--- config.mk ---
export PLATFORM = sky130hd
export DESIGN_NAME = fetch_unit
export DESIGN_NICKNAME = d
export VERILOG_FILES = /design/src/rtl/fetch_unit.sv
export SDC_FILE = /design/constraint.sdc
export NUM_CORES = 1
export LEC_CHECK = 0
export ABC_CLOCK_PERIOD_IN_PS = 1800
export BUFFER_PORTS_ARGS = -buffer_cell sky130_fd_sc_hd__buf_4
export CAP_MARGIN = 20
export CELL_PAD_IN_SITES_DETAIL_PLACEMENT = 1
export CELL_PAD_IN_SITES_GLOBAL_PLACEMENT = 2
export CORE_MARGIN = 2
export CORE_UTILIZATION = 35
export CTS_CLUSTER_DIAMETER = 100
export DETAILED_ROUTE_END_ITERATION = 8
export PLACE_DENSITY_LB_ADDON = 0.1
export RECOVER_POWER = 50
export SYNTH_ARGS = -nofsm -noshare
export SYNTH_HDL_FRONTEND = slang
export SYNTH_SLANG_ARGS = --single-unit
--- constraint.sdc ---
create_clock -name clk -period 1.8 [get_ports clk]
set_input_delay 0.36 -clock clk [delete_from_list [all_inputs] [get_ports clk]]
set_output_delay 0.36 -clock clk [all_outputs]
set_load 0.02 [all_outputs]
--- src/rtl/fetch_unit.sv ---
// Instruction fetch stage for core_v1.
// Holds the PC, issues one instruction-memory request at a time, presents
// fetched instructions to decode over valid/ready, and flushes wrong-path
// fetches on branch/jump redirects. A 1-entry skid buffer catches a response
// that lands while decode is stalling.
// Optional feature: define FETCH_MISALIGN_TRAP_EN to trap misaligned redirect
// targets to TRAP_VECTOR and pulse misalign_trap.

module fetch_unit #(
    parameter logic [31:0] RESET_VECTOR = 32'h0000_0000,
    parameter logic [31:0] NOP_INSTR    = 32'h0000_0013
`ifdef FETCH_MISALIGN_TRAP_EN
    ,
    parameter logic [31:0] TRAP_VECTOR  = 32'h0000_0100
`endif
) (
    input  logic        clk,
    input  logic        rst_n,
    input  logic        branch_ctrl,
    input  logic [31:0] branch_target,
    input  logic        jump,
    input  logic [31:0] jump_target,
    output logic        imem_req,
    output logic [31:0] imem_addr,
    input  logic        imem_ack,
    input  logic [31:0] imem_rdata,
    output logic        if_valid,
    input  logic        if_ready,
    output logic [31:0] if_pc,
    output logic [31:0] if_instr
`ifdef FETCH_MISALIGN_TRAP_EN
    ,
    output logic        misalign_trap
`endif
);

    typedef enum logic [1:0] {
        BOOT = 2'd0,
        IDLE = 2'd1,
        WAIT = 2'd2,
        DROP = 2'd3
    } state_t;

    state_t      state;
    logic [31:0] pc;
    logic        skid_valid;
    logic [31:0] skid_pc;
    logic [31:0] skid_instr;

    logic        redirect;
    logic [31:0] sel_target;
    logic [31:0] new_pc;
    logic        accept;
    logic        misaligned;

    // Redirect selection: jump wins over branch; target low bits are never fetched.
    always_comb begin
        redirect   = branch_ctrl | jump;
        sel_target = jump ? jump_target : branch_target;
        accept     = if_valid & if_ready;
        misaligned = (sel_target[1:0] != 2'b00);
`ifdef FETCH_MISALIGN_TRAP_EN
        new_pc     = misaligned ? TRAP_VECTOR : sel_target;
`else
        new_pc     = sel_target & ~32'h0000_0003;
`endif
    end

    // Fetch FSM, request port, output register and skid buffer.
    always_ff @(posedge clk or negedge rst_n) begin
        if (!rst_n) begin
            state         <= BOOT;
            pc            <= RESET_VECTOR;
            imem_req      <= 1'b0;
            imem_addr     <= RESET_VECTOR;
            if_valid      <= 1'b0;
            if_pc         <= 32'h0000_0000;
            if_instr      <= NOP_INSTR;
            skid_valid    <= 1'b0;
            skid_pc       <= 32'h0000_0000;
            skid_instr    <= 32'h0000_0000;
`ifdef FETCH_MISALIGN_TRAP_EN
            misalign_trap <= 1'b0;
`endif
        end else begin
`ifdef FETCH_MISALIGN_TRAP_EN
            misalign_trap <= 1'b0;
`endif
            // Drain: an accepted transfer is refilled from the skid or emptied.
            if (accept) begin
                if (skid_valid) begin
                    if_pc      <= skid_pc;
                    if_instr   <= skid_instr;
                    skid_valid <= 1'b0;
                end else begin
                    if_valid <= 1'b0;
                    if_instr <= NOP_INSTR;
                end
            end

            case (state)
                BOOT: state <= IDLE;
                IDLE: begin
                    // Only fetch when a response is guaranteed a place to land.
                    if (!skid_valid) begin
                        state     <= WAIT;
                        imem_req  <= 1'b1;
                        imem_addr <= pc;
                    end
                end
                WAIT: begin
                    if (imem_ack) begin
                        state    <= IDLE;
                        imem_req <= 1'b0;
                        pc       <= pc + 32'd4;
                        if (!if_valid || accept) begin
                            if_valid <= 1'b1;
                            if_pc    <= imem_addr;
                            if_instr <= imem_rdata;
                        end else begin
                            skid_valid <= 1'b1;
                            skid_pc    <= imem_addr;
                            skid_instr <= imem_rdata;
                        end
                    end
                end
                DROP: begin
                    if (imem_ack) begin
                        state    <= IDLE;
                        imem_req <= 1'b0;
                    end
                end
                default: state <= BOOT;
            endcase

            // Redirect overrides everything above: flush and retarget the PC.
            if (redirect) begin
                pc         <= new_pc;
                if_valid   <= 1'b0;
                if_instr   <= NOP_INSTR;
                skid_valid <= 1'b0;
`ifdef FETCH_MISALIGN_TRAP_EN
                misalign_trap <= misaligned;
`endif
                if (state == IDLE) begin
                    state    <= IDLE;
                    imem_req <= 1'b0;
                end else if (state == WAIT && !imem_ack) begin
                    state <= DROP;
                end
            end
        end
    end

endmodule

-- Word-level counts from Yosys, hierarchy flattened
Cells that the tools add are included.
- register bits after elaboration: 197
- bits of input ports: 102
- word-level logic and storage cells: 66
- add/sub/neg operators: 1
- equality and inequality tests: 3
- muxes and demuxes: 37
- bitwise logic cells: 4
- reductions and logical operators: 11
- operators by type and width (cell ; count):
    2-to-1 mux 32 bit ; 15
    adder 32 x 3 -> 32 bit, second input constant ; 1
    2-to-1 mux 1 bit ; 15
    2-to-1 mux 2 bit ; 5
    one-hot mux 2 bit (3 select lines) ; 1
    equality test 2 bit, second input constant ; 2
    AND reduction 2 bit ; 2
    nonzero test 2 bit ; 2
    AND reduction 3 bit ; 1
    equality test 2 x 1 -> 1 bit, second input constant ; 1
    logical NOT 1 bit ; 2
    logical NOT 2 bit ; 1
    NOT 1 bit ; 2
    one-hot mux 1 bit (2 select lines) ; 1
    OR reduction 2 bit ; 1
    AND 1 bit ; 1
    logical AND 1 bit ; 1
    logical OR 1 bit ; 1
    OR 1 bit ; 1

-- Depth between registers and ports, before layout
- depth in word-level cells: 6
- depth in mapped cells: 6
- depth with buffers taken out: 6

-- Least setup slack after synthesis
OpenSTA, ideal clock, no wires.
- path kind: flip-flop to flip-flop
- start point: register if_valid
- end point: register if_instr[10]
- library setup time: 0.099 ns
- data arrival time: 1.530 ns
- slack: 0.170 ns
- cell stages (with the launch flop): 6
- cells stage by stage: dfrtp_1 > and2_1 > clkbuf_1 > clkbuf_1 > nand3_1 > a311oi_1
- word-level cells in the longest chain between the ends: 6
- elaborated cells between the ends (all ways): 8
- classes of those cells: 5 x mux; 1 x bitwise; 2 x reduce/logical
- ends and longest elaborated chain (item ; RTL line ; text):
    start, declared ; 27 ; output logic if_valid,
    start signal, assigned ; 76 ; if_valid <= 1'b0;
    start signal, assigned ; 96 ; if_valid <= 1'b0;
    start signal, assigned ; 117 ; if_valid <= 1'b1;
    AND 1 bit / logical NOT 1 bit (equally long branches) ; 60, 116 ;
    2-to-1 mux 32 bit / logical OR 1 bit (equally long branches) ; 90, 116 ;
    2-to-1 mux 32 bit ; 116 ; if (!if_valid || accept) begin
    2-to-1 mux 32 bit ; 112 ; if (imem_ack) begin
    2-to-1 mux 32 bit * ; 101 ; case (state)
    2-to-1 mux 32 bit * ; 137 ; if (redirect) begin
    end signal, assigned ; 93 ; if_instr <= skid_instr;
    end signal, assigned ; 119 ; if_instr <= imem_rdata;
    end, declared ; 30 ; output logic [31:0] if_instr
Every way passes the cells marked *; elsewhere a longest branch is shown, timed or not.
A chain may end at the register's enable or synchronous reset.

-- Final worst setup path
- start point: register state[0]
- end point: register skid_instr[0]
- word-level cells in the longest chain between the ends: 2
- ends and longest elaborated chain (item ; RTL line ; text):
    start, declared ; 44 ; state_t state;
    start signal, assigned ; 72 ; state <= BOOT;
    start signal, assigned ; 102 ; BOOT: state <= IDLE;
    start signal, assigned ; 106 ; state <= WAIT;
    equality test 2 bit ; 101 ;
    AND reduction 3 bit (no source line) ; - ;
    end signal, assigned ; 123 ; skid_instr <= imem_rdata;
    end, declared ; 48 ; logic [31:0] skid_instr;
No other way between the ends.

==> run_results.csv <==
group,metric,value,unit
drt,drc_errors,0,
floorplan,start_util,0.3562,
sta,setup_tns,0,ps
synthesis,synth_top_family_by_area,"multiplexers",
status,status,"finished clean",
global_route,grt_first_pass_wirelength,41700,um
placed_design,port-buffer-count,193,
floorplan,die_y,161.3,um
floorplan,die_w,161.3,um
synthesis,synth_area_leaders,"dfrtp_1 54%, mux2_2 12%, mux2i_1 4.2%",
synthesis,yosysTopAreaCell,"dfrtp_1",
global_route,antenna_found_initial,0,
global_route,grt_util_all_layers,0.2038,
synthesis,synth-simple-area-share,0.1351,
synthesis,synthMuxAreaShare,0.1625,
clocking,cts_num_sinks,191,
synthesis,synth-edff-count,0,
pwr,power_density,1007,nW/um2
job,cap_viol_max_count,0,
global_route,grt_max_degree,68,
finish,area_growth,30.59,%
sta,setup_viol,0,
worst_setup_path,start_kind,"register",
sta,hold_viol_final,0,
synthesis,synth-xor-area-share,0.02326,
floorplan,coreArea,24320,um2
global_route,grt_pass1_vias,7776,
pwr,power,11.39,mW
drt,wire_per_inst,19.22,um
sta,rsz0062_at_grt,"yes",
sta,fmax,583.2,MHz
synthesis,ys_types,46,
clocking,tritoncts,"built",
clocking,clock_path_buffers,2,
synthesis,netlist_instances,769,
finish,final_cell_mix,"191 x buf_4, 188 x dfrtp_1, 93 x mux2_2",
sta,relSlewSlack,0.4121,
drt,vias_per_cell,5.185,
clocking,worstSkewPairLatency,440,ps
drt,finalWirelength,25390,um
synthesis,synthArstFlopShare,1.000,
finish,fin_nets,1087,
clocking,cts_buffers,17,
synthesis,syn_area_per_cell,11.26,um2
finish,fillCellCount,2656,
worst_setup_path,crit_required,2110,ps
finish,n_antenna_cell,0,
sta,finalCritPeriodShare,0.9525,
drt,drt-initial-drc-count,272,
floorplan,die_area,26020,um2
sta,slew_viol_final,0,
drt,dr.pass1.iters,4,
pwr,peakVddDrop,0.0006413,V
worst_setup_path,worstPathMaxFanout,30,
clocking,cts_root_buf,"clkbuf_16",
global_route,grt_overflow,0,
drt,postRouteAntennaNets,0,
synthesis,yosysSeqAreaShare,0.5522,
synthesis,ys.warnings.count,0,
synthesis,ys_ff_latch,191,
sta,clock_skew,11.50,ps
synthesis,synth_fa_ha_area_frac,0.001444,
floorplan,pin_count,200,
clocking,post-cts-setup-buffer-count,0,
clocking,cts_max_level,4,
worst_setup_path,critPathKind,"register to register",
synthesis,synth_area,8662,um2
worst_setup_path,arrival,2030,ps
synthesis,synth_compound_area_frac,0.09663,
clocking,clk_pin_slew,70,ps
worst_hold_path,hold_path.class,"primary input to register",
synthesis,synth_top_area_frac,0.5431,
pwr,p_leak,5.285,nW
floorplan,num_rows,57,
finish,final_core_util,0.4651,
placed_design,gp_congestion,0.7728,
synthesis,synthFlopType,"dfrtp_1",
sta,fin_crit,1715,ps
drt,num_vias,6849,
placed_design,hpwlAfterDp,17950,um
sta,tightestPinTransition,881.8,ps
finish,final_common_cell,"buf_4",
worst_setup_path,critPathCaptureType,"register",
finish,drive_gt1_frac,0.3511,
layout make-up:
| cell class | count | area (um2) | area share |
|---|---|---|---|
| clock buffer | 19 | 452.9 | 0.04004 |
| clock inverter | 13 | 142.6 | 0.01261 |
| inverter | 4 | 15.01 | 0.001327 |
| multi-input combinational | 521 | 3675 | 0.3249 |
| sequential | 191 | 4783 | 0.4229 |
| tap | 324 | 405.4 | 0.03584 |
| timing repair buffer | 249 | 1838 | 0.1625 |
layer usage:
layer | routed length (um) | GRT usage | vias up
met2 | 12750 | 0.3512 | 144
li1 | - | - | 3177
met4 | 270 | 0.05114 | 0
met3 | 1091 | 0.04622 | 20
met1 | 11280 | 0.2599 | 3508
met5 | 0 | 0 | -
sequential cells by signal, indices dropped and copies added (netlist names):
name        count
skid_pc        30
if_valid        1
if_pc          32
imem_req        1
skid_valid      1
state           2
skid_instr     32
imem_addr      30
pc             30
if_instr       32
synth_stat cells, types with 2 or more instances:
cell type and number:
a211oi_1 13, a21oi_1 29, a22oi_1 5, a311oi_1 29, a31oi_1 2, and2_1 6
and3_1 4, buf_1 3, buf_2 17, buf_4 2, clkbuf_1 32, dfrtp_1 188
dfstp_2 3, inv_1 3, mux2_2 93, mux2i_1 36, nand2_1 92, nand3_1 43
nand3b_1 3, nand4_1 8, nor2_1 41, nor2b_1 13, nor3_1 7, nor4_2 2
nor4_4 3, o211ai_1 3, o21ai_0 46, o22ai_1 4, xnor2_1 5, xor2_1 18
through the flow:
stage | instance area (um2) | std cells | worst slack, ps | hold WS (ps)
floorplan | 8666 | 770 | 170.2 | 64.41
global placement | 10880 | 1288 | 51.65 | 285.8
detailed placement | 10880 | 1288 | 18.24 | 284.1
CTS | 11480 | 1321 | 24.30 | 130.9
global route | 11310 | 1321 | -16.27 | 138.2
finish | 11310 | 1321 | 85.43 | 147.1
where the power goes:
part	leakage, nW	switching [mW]	internal [mW]
registers	2.49	0.419	4.79
logic	2.51	1.33	0.981
clock network	0.288	1.82	2.04
total	5.28	3.57	7.82
path summary, 6_finish.rpt:
| path | end | slack, ps | cells after the start | from |
|---|---|---|---|---|
| worst max-delay path | skid_instr[0]$_DFFE_PN0P_ | 90 | 5 | state[0]$_DFF_PN0_ |
| worst min-delay path | pc[8]$_DFFE_PN0P_ | 150 | 3 | jump_target[8] |
| worst max register to register | skid_instr[0]$_DFFE_PN0P_ | 90 | 5 | state[0]$_DFF_PN0_ |
| worst min register to register | if_pc[0]$_DFF_PN0_ | 510 | 1 | if_pc[0]$_DFF_PN0_ |
| max in group asynchronous | if_instr[4]$_DFF_PN1_ | 200 | 3 | rst_n |
| min in group asynchronous | if_pc[17]$_DFF_PN0_ | 570 | 2 | rst_n |
logic make-up after synthesis:
| group | count (synthesis) |
|---|---|
| fa+ha+maj | 1 |
| xor+xnor | 23 |
| simple gates | 233 |
| compound gates | 133 |
| flops | 191 |
| mux | 129 |
| other cells | 1 |
| buf+inv | 58 |
what timing repair did:
item | CTS | global route
setup endpoints to repair | 0 | 4
hold endpoints to repair | 28 | 0
hold buffers | 1 | 0
gates resized for setup | 0 | 2
worst max-delay path: stages, from the launching register on:
cell and delay (ps):
dfrtp_1 380, nand3b_4 230, buf_4 190, nor2_4 170, buf_12 240, mux2_2 370
(Power assumes the default switching activity.)
